File: src/rtl/operand_streamer_pkg.sv
// operand_streamer_pkg
//   Shared constants for the operand streamer slice: default memory depth,
//   default ALU latency, address/length widths, the 2-bit FSM encoding and
//   a helper that clamps a requested stream length to the memory depth.
package operand_streamer_pkg;

    localparam int DEPTH  = 16;   // entries in operand and result memories
    localparam int LAT    = 1;    // cycles from D to a valid alu_result
    localparam int ADDR_W = 4;
    localparam int LEN_W  = 5;
    localparam int DATA_W = 8;

    typedef logic [1:0] state_t;

    localparam state_t ST_IDLE   = 2'd0;
    localparam state_t ST_STREAM = 2'd1;
    localparam state_t ST_DRAIN  = 2'd2;
    localparam state_t ST_FIN    = 2'd3;

    // Effective stream length: min(len, depth).
    function automatic logic [LEN_W-1:0] eff_len(input logic [LEN_W-1:0] len,
                                                 input int depth);
        if (int'(len) > depth) begin
            return LEN_W'(depth);
        end
        return len;
    endfunction

endpackage

File: src/rtl/operand_streamer_if.sv
// operand_streamer_if
//   Bundles every non-clock/reset signal of operand_streamer.
//   master : the environment (writes operands, requests streams, supplies
//            alu_result, reads results)
//   slave  : the streamer itself
//   Signals: wr_en/wr_addr/wr_data (operand write port), start/len (stream
//   request), D (operand to ALU), alu_result (ALU return), rd_addr/rd_data
//   (result read port), busy, done, state (FSM state for observation).
//
//   Handshake: start is a request sampled on a rising edge. It is accepted
//   only when busy=0 in IDLE and len!=0; busy acts as the inverted ready, so
//   a start seen while busy (or with len=0) is simply dropped, never queued.
//   Completion is a single-cycle done pulse on the cycle busy is first low.
interface operand_streamer_if;
    import operand_streamer_pkg::*;

    logic              wr_en;
    logic [ADDR_W-1:0] wr_addr;
    logic [DATA_W-1:0] wr_data;
    logic              start;
    logic [LEN_W-1:0]  len;
    logic [DATA_W-1:0] D;
    logic [DATA_W-1:0] alu_result;
    logic [ADDR_W-1:0] rd_addr;
    logic [DATA_W-1:0] rd_data;
    logic              busy;
    logic              done;
    state_t            state;

    modport master (
        output wr_en, wr_addr, wr_data, start, len, alu_result, rd_addr,
        input  D, rd_data, busy, done, state
    );

    modport slave (
        input  wr_en, wr_addr, wr_data, start, len, alu_result, rd_addr,
        output D, rd_data, busy, done, state
    );

endinterface

File: src/rtl/operand_streamer_regfile.sv
// byte_regfile
//   DEPTH x 8 storage with one write port and one registered read port.
//   Ports:
//     clock, reset_n      : clock and async active-low reset (read register only)
//     we, waddr, wdata    : write port, applied on the rising edge
//     re, rclr, raddr     : read enable, synchronous clear, read address
//     rdata               : registered read data (holds when re=0)
//   Storage is never reset; only the read register is. Addresses wrap
//   modulo DEPTH. WRITE_FIRST selects what a same-edge read of the entry
//   being written returns: the new data (1) or the old contents (0).
module byte_regfile #(
    parameter int DEPTH       = 16,
    parameter bit WRITE_FIRST = 1'b0
) (
    input  logic                                  clock,
    input  logic                                  reset_n,
    input  logic                                  we,
    input  logic [operand_streamer_pkg::ADDR_W-1:0] waddr,
    input  logic [7:0]                            wdata,
    input  logic                                  re,
    input  logic                                  rclr,
    input  logic [operand_streamer_pkg::ADDR_W-1:0] raddr,
    output logic [7:0]                            rdata
);
    import operand_streamer_pkg::*;

    logic [7:0] mem [DEPTH];

    function automatic logic [ADDR_W-1:0] wrap(input logic [ADDR_W-1:0] a);
        return ADDR_W'(int'(a) % DEPTH);
    endfunction

    always_ff @(posedge clock) begin
        if (we) begin
            mem[wrap(waddr)] <= wdata;
        end
    end

    always_ff @(posedge clock or negedge reset_n) begin
        if (!reset_n) begin
            rdata <= 8'h00;
        end else if (rclr) begin
            rdata <= 8'h00;
        end else if (re) begin
            if (WRITE_FIRST && we && (wrap(waddr) == wrap(raddr))) begin
                rdata <= wdata;
            end else begin
                rdata <= mem[wrap(raddr)];
            end
        end
    end

endmodule

File: src/rtl/operand_streamer.sv
// operand_streamer
//   Streams N=min(len,DEPTH) stored operand bytes onto D, one per cycle,
//   and captures the ALU's answers (arriving LAT cycles after each operand)
//   into a result memory that can be read at any time.
//   Ports:
//     clock, reset_n : clock, async active-low reset
//     bus (slave)    : operand writes, start/len, D, alu_result,
//                      rd_addr/rd_data, busy, done, state
//   D is the registered read port of the operand memory: the start edge
//   loads mem[0], each STREAM cycle but the last loads the next operand,
//   DRAIN holds the last one, and the DRAIN->FIN edge clears it to 0.
//   Cycle map from the start edge: STREAM 1..N, DRAIN N+1..N+LAT, FIN N+LAT+1.
module operand_streamer #(
    parameter int DEPTH = operand_streamer_pkg::DEPTH,
    parameter int LAT   = operand_streamer_pkg::LAT
) (
    input logic               clock,
    input logic               reset_n,
    operand_streamer_if.slave bus
);
    import operand_streamer_pkg::*;

    state_t            state;
    logic [ADDR_W-1:0] idx;       // index of the operand currently on D
    logic [ADDR_W-1:0] cap_idx;   // next result slot to capture into
    logic [LEN_W-1:0]  n_lat;     // latched effective length
    logic [7:0]        dcnt;      // DRAIN cycle counter
    logic              busy_q;
    logic              done_q;
    logic [LAT-1:0]    cap_pipe;  // delays "operand on D" by LAT cycles

    logic              accept;
    logic              last_op;
    logic              drain_end;
    logic              cap_en;
    logic              op_we;
    logic              op_re;
    logic              op_clr;
    logic [ADDR_W-1:0] op_raddr;

    assign accept    = (state == ST_IDLE) && bus.start && (bus.len != '0);
    assign last_op   = (LEN_W'(idx) == (n_lat - LEN_W'(1)));
    assign drain_end = (dcnt == 8'(LAT - 1));
    assign cap_en    = cap_pipe[LAT-1];

    // Operand writes are only accepted while idle; a write on the start
    // edge reaches D through the write-first bypass of the operand memory.
    assign op_we    = bus.wr_en && !busy_q;
    assign op_re    = accept || ((state == ST_STREAM) && !last_op);
    assign op_clr   = (state == ST_DRAIN) && drain_end;
    assign op_raddr = (state == ST_IDLE) ? '0 : idx + ADDR_W'(1);

    always_ff @(posedge clock or negedge reset_n) begin
        if (!reset_n) begin
            state    <= ST_IDLE;
            idx      <= '0;
            cap_idx  <= '0;
            n_lat    <= '0;
            dcnt     <= '0;
            busy_q   <= 1'b0;
            done_q   <= 1'b0;
            cap_pipe <= '0;
        end else begin
            done_q      <= 1'b0;
            cap_pipe[0] <= (state == ST_STREAM);
            for (int j = 1; j < LAT; j++) begin
                cap_pipe[j] <= cap_pipe[j-1];
            end
            if (cap_en) begin
                cap_idx <= cap_idx + ADDR_W'(1);
            end

            case (state)
                ST_IDLE: begin
                    if (accept) begin
                        n_lat   <= eff_len(bus.len, DEPTH);
                        idx     <= '0;
                        cap_idx <= '0;
                        busy_q  <= 1'b1;
                        state   <= ST_STREAM;
                    end
                end
                ST_STREAM: begin
                    if (last_op) begin
                        dcnt  <= '0;
                        state <= ST_DRAIN;
                    end else begin
                        idx <= idx + ADDR_W'(1);
                    end
                end
                ST_DRAIN: begin
                    if (drain_end) begin
                        busy_q <= 1'b0;
                        done_q <= 1'b1;
                        state  <= ST_FIN;
                    end else begin
                        dcnt <= dcnt + 8'd1;
                    end
                end
                default: begin
                    state <= ST_IDLE;
                end
            endcase
        end
    end

    byte_regfile #(.DEPTH(DEPTH), .WRITE_FIRST(1'b1)) u_opmem (
        .clock   (clock),
        .reset_n (reset_n),
        .we      (op_we),
        .waddr   (bus.wr_addr),
        .wdata   (bus.wr_data),
        .re      (op_re),
        .rclr    (op_clr),
        .raddr   (op_raddr),
        .rdata   (bus.D)
    );

    // Read-first: a read of the slot being captured returns the old value.
    byte_regfile #(.DEPTH(DEPTH), .WRITE_FIRST(1'b0)) u_resmem (
        .clock   (clock),
        .reset_n (reset_n),
        .we      (cap_en),
        .waddr   (cap_idx),
        .wdata   (bus.alu_result),
        .re      (1'b1),
        .rclr    (1'b0),
        .raddr   (bus.rd_addr),
        .rdata   (bus.rd_data)
    );

    assign bus.busy  = busy_q;
    assign bus.done  = done_q;
    assign bus.state = state;

endmodule

File: src/flat_wrapper.sv
// flat-port wrapper written by rule: the top's interface ports become plain ports
module operand_streamer_flat import operand_streamer_pkg::*;
#(
    parameter int DEPTH = operand_streamer_pkg::DEPTH,
    parameter int LAT   = operand_streamer_pkg::LAT
)
  (clock, reset_n, bus_wr_en, bus_wr_addr, bus_wr_data, bus_start, bus_len, bus_alu_result, bus_rd_addr, bus_D, bus_rd_data, bus_busy, bus_done, bus_state);
  operand_streamer_if bus_i ();
  input logic clock;
  input logic reset_n;
  input wire logic [$bits(bus_i.wr_en)-1:0] bus_wr_en;
  input wire logic [$bits(bus_i.wr_addr)-1:0] bus_wr_addr;
  input wire logic [$bits(bus_i.wr_data)-1:0] bus_wr_data;
  input wire logic [$bits(bus_i.start)-1:0] bus_start;
  input wire logic [$bits(bus_i.len)-1:0] bus_len;
  input wire logic [$bits(bus_i.alu_result)-1:0] bus_alu_result;
  input wire logic [$bits(bus_i.rd_addr)-1:0] bus_rd_addr;
  output wire logic [$bits(bus_i.D)-1:0] bus_D;
  output wire logic [$bits(bus_i.rd_data)-1:0] bus_rd_data;
  output wire logic [$bits(bus_i.busy)-1:0] bus_busy;
  output wire logic [$bits(bus_i.done)-1:0] bus_done;
  output wire logic [$bits(bus_i.state)-1:0] bus_state;
  assign bus_i.wr_en = bus_wr_en;
  assign bus_i.wr_addr = bus_wr_addr;
  assign bus_i.wr_data = bus_wr_data;
  assign bus_i.start = bus_start;
  assign bus_i.len = bus_len;
  assign bus_i.alu_result = bus_alu_result;
  assign bus_i.rd_addr = bus_rd_addr;
  assign bus_D = bus_i.D;
  assign bus_rd_data = bus_i.rd_data;
  assign bus_busy = bus_i.busy;
  assign bus_done = bus_i.done;
  assign bus_state = bus_i.state;
  operand_streamer #(.DEPTH(DEPTH), .LAT(LAT)) u_core (.clock(clock), .reset_n(reset_n), .bus(bus_i));
endmodule
File: config.mk
export PLATFORM = sky130hd
export DESIGN_NAME = operand_streamer_flat
export DESIGN_NICKNAME = d
export VERILOG_FILES = /design/src/rtl/operand_streamer_pkg.sv /design/src/rtl/operand_streamer_if.sv /design/src/rtl/operand_streamer_regfile.sv /design/src/rtl/operand_streamer.sv /design/src/flat_wrapper.sv
export SDC_FILE = /design/constraint.sdc
export NUM_CORES = 1
export LEC_CHECK = 0
export BUFFER_PORTS_ARGS = -buffer_cell sky130_fd_sc_hd__buf_4
export CAP_MARGIN = 20
export CORE_AREA = 8 8 144 173
export CTS_CLUSTER_SIZE = 8
export DETAILED_ROUTE_END_ITERATION = 7
export DIE_AREA = 0 0 152 181
export PLACE_DENSITY = 0.74
export SETUP_SLACK_MARGIN = 0.05
export SYNTH_ARGS = -nofsm -noshare
export SYNTH_HDL_FRONTEND = slang
export SYNTH_SLANG_ARGS = --single-unit
File: constraint.sdc
create_clock -name clock -period 2.7 [get_ports clock]
set_input_delay 0.54 -clock clock [delete_from_list [all_inputs] [get_ports clock]]
set_output_delay 0.54 -clock clock [all_outputs]
set_load 0.05 [all_outputs]
==> flow_metrics.py <==
metrics = {
    "placed_design": {
        "gp_congestion": 0.869,
        "portBuffers": 52,
        "hpwlAfterDp_um": 17400,
    },
    "timing": {
        "setup_tns_ns": 0,
        "rsz0062_at_grt": "yes",
        "finalHoldViolations": 0,
        "clock_skew_ns": 0.0189,
        "worst_slew_pin_slew_ns": 0.919,
        "relSlewSlack_pct": 38.5,
        "fmax_mhz": 391,
        "finalCritPeriodShare_pct": 94.7,
        "hold_ws_ns": 0.0173,
        "drv_slew": 0,
        "final.min_clock_period_ns": 2.56,
        "setup_viol": 0,
    },
    "floorplanning": {
        "fp.dieArea_mm2": 0.0275,
        "dieHeight_um": 181,
        "start_util_pct": 55.8,
        "fp-row-count": 60,
        "core_area_mm2": 0.0221,
        "ios": 53,
        "die_x_um": 152,
    },
    "cts": {
        "cts_tree": "done",
        "cts-root-buf": "clkbuf_16",
        "cts-buffers-inserted": 43,
        "clk-insertion-delay-late_ns": 0.53,
        "path_clk_slew_ns": 0.05,
        "cts_htree_levels": 2,
        "cts_hold_buf": 0,
        "cts_buffer_depth": 3,
        "clock-sinks": 298,
    },
    "setup_path": {
        "critPathMaxStageDelay_ns": 0.41,
        "cp_cell_sequence": "inv_1 -> ha_1 -> or2b_1 -> o32a_2 -> o31ai_4 -> buf_4 -> nand4_1 -> o41ai_1",
        "crit_fanout": 6,
        "worstPathArrival_ns": 2.96,
        "slowest_stage": "dfrtp_1",
        "reg2reg_depth": 8,
        "endpoint_kind": "register",
        "crit_path_start_kind": "register",
        "required_ns": 3.11,
        "critical_path_class": "register to register",
    },
    "layout": {
        "n_antenna_cell": 0,
        "n_fill_cell": 1475,
        "drive_gt1_share_pct": 23.9,
        "area_growth_pct": 17.4,
        "final_common_cell": "edfxtp_1",
        "final_cell_mix": "edfxtp_1 (256), buf_4 (80), nor2_1 (53)",
        "num-nets-final": 886,
    },
    "logic_synthesis": {
        "syn_nets": 792,
        "synthArstFlopShare_pct": 14.1,
        "netlist_area_mm2": 0.0124,
        "ys.flop_type": "edfxtp_1",
        "yosys_register_bits": 298,
        "yosysWarningCount": 0,
        "synth.avg_cell_area_um2": 16.5,
        "synth_cells": 747,
        "ys_seq_area_share_pct": 70.8,
        "synth_edf_count": 256,
        "ys_types": 50,
    },
    "route": {
        "drt-total-wl_um": 26600,
        "vias": 6957,
        "antenna_left": 0,
        "drc_errors": 0,
        "initialDrtViolationCount": 565,
        "wl_per_cell_um": 23.0,
        "wl_met1_um": 10200,
        "top_layer": "met4",
        "post_drt_via_cell_ratio": 6.03,
        "wl_met3_um": 1570,
        "wl_met2_um": 13800,
        "drtPass1Iterations": 5,
    },
    "pwr": {
        "peakVddDrop_uv": 655,
        "power.switching_uw": 4480,
        "power_per_cell_area_mw_per_mm2": 984,
        "seq_power_share_pct": 39.1,
        "p_comb_share_pct": 26.7,
        "clkPwrFrac_pct": 34.1,
        "p_leak_uw": 0.00501,
        "p_sw_share_pct": 31.4,
        "p_int_uw": 9780,
    },
    "global_routing": {
        "grt_pass1_wl_um": 41900,
        "grt_max_degree": 65,
        "globalRouteOverflowTotal": 0,
        "grt_pass1_vias": 7461,
        "antenna_found_initial": 0,
        "track_usage_pct": 19.7,
    },
    "worst_hold_path": {
        "hp-class": "primary input to async pin",
    },
    "run_status": {
        "outcome": "finished clean",
    },
    "job": {
        "cap_viol_max_count": 0,
    },
}
path summary, 6_finish.rpt:
path                                      start                       end  slack [ns]
worst max-delay path            u_core.n_lat[0]            u_core.dcnt[5]        0.14
worst min-delay path                    reset_n  u_core.u_resmem.rdata[6]        0.02
worst max register to register  u_core.n_lat[0]            u_core.dcnt[5]        0.14
worst min register to register   u_core.dcnt[6]            u_core.dcnt[6]        0.53
max in group asynchronous               reset_n       u_core.bus.state[0]        2.26
min in group clock                   bus_len[3]           u_core.n_lat[3]        0.28
critical path: cells and delay by family, from the launching register on:
| kind | cells | cell delay (ns) |
|---|---|---|
| AO/OA/AOI/OAI | 3 | 1.05 |
| AND/OR/NAND/NOR | 2 | 0.52 |
| flip-flops | 1 | 0.41 |
| buffers and inverters | 2 | 0.27 |
| adder cells (fa/ha/maj) | 1 | 0.19 |
routing by layer:
metal,vias up,GRT usage (%)
met5,-,0
met2,266,34.9
met4,0,8.69
met3,80,3.68
met1,3499,22.9
li1,3112,-
sequential cells by signal, indices dropped and copies added, names as in the netlist:
| register | cells |
|---|---|
| u_core.cap_en | 1 |
| u_core.u_resmem.mem | 128 |
| u_core.idx | 4 |
| u_core.u_opmem.mem | 128 |
| u_core.bus.state | 2 |
| u_core.u_opmem.rdata | 8 |
| u_core.dcnt | 8 |
| u_core.u_resmem.rdata | 8 |
| u_core.bus.busy | 1 |
| u_core.bus.done | 1 |
| u_core.cap_idx | 4 |
| u_core.n_lat | 5 |
per-stage QoR:
stage	worst slack, ns	util, %	area, µm²	cells	power [µW]
after floorplan	0.166	-	12400	747	8330
final	0.143	65.4	14500	1153	14300
after global placement	0.291	59.7	13200	1074	9250
after detailed placement	0.174	59.7	13200	1074	9420
after global routing	0.000936	65.4	14500	1153	14900
after CTS	0.168	65.4	14500	1152	14300
final cells by class:
type | count | area [µm²] | share of cell area, %
timing repair buffer | 84 | 681 | 4.70
multi-input combinational | 394 | 3390 | 23.4
clock inverter | 4 | 63.8 | 0.440
inverter | 20 | 75.1 | 0.518
clock buffer | 74 | 1190 | 8.23
sequential | 298 | 8740 | 60.3
tap | 279 | 349 | 2.41
power groups by stage:
stage	combinational [µW]	sequential (µW)	clock (µW)
final	3810	5580	4870
after global routing	4120	5600	5180
after CTS	3790	5570	4960
after detailed placement	3770	5650	0
after global placement	3620	5630	0
after floorplan	2470	5850	0
Yosys cell counts (4+ instances only):
master,count,share of area (%)
nand3b_1,5,0.30
a221o_1,8,0.65
xor2_1,5,0.35
nor2b_1,12,0.61
mux2i_1,34,2.8
mux2_2,26,2.4
ha_1,12,1.2
nand3_1,10,0.41
edfxtp_1,256,62
o21ai_0,18,0.73
inv_1,20,0.61
nand4_1,11,0.56
a211o_1,9,0.64
nand2_1,49,1.5
clkbuf_1,14,0.43
o211ai_1,25,1.5
nor3_1,10,0.41
dfrtp_1,42,8.5
nor2_1,55,1.7
mux4_2,40,7.3
o31ai_1,4,0.24
a211oi_1,8,0.49
xnor2_1,5,0.35
a21oi_1,6,0.24
buf_2,17,0.69
nand2b_1,11,0.56
cell families (layout without fill, tap and decap cells):
group / after synthesis / count (layout) / synth area share, %
buffers and inverters: 55 / 182 / 1.87
multiplexers: 100 / 100 / 12.4
flip-flops: 298 / 298 / 70.8
AND/OR/NAND/NOR: 176 / 176 / 6.98
adder cells (fa/ha/maj): 12 / 12 / 1.22
AO/OA/AOI/OAI: 95 / 95 / 5.86
XOR/XNOR: 11 / 11 / 0.902
what timing repair did:
action | 4_1_cts | 5_1_grt
buffers inserted | 0 | 1
endpoints found under the setup margin | 0 | 8
resized for setup | 0 | 0
Note: power is estimated with default switching activity, not from simulation.
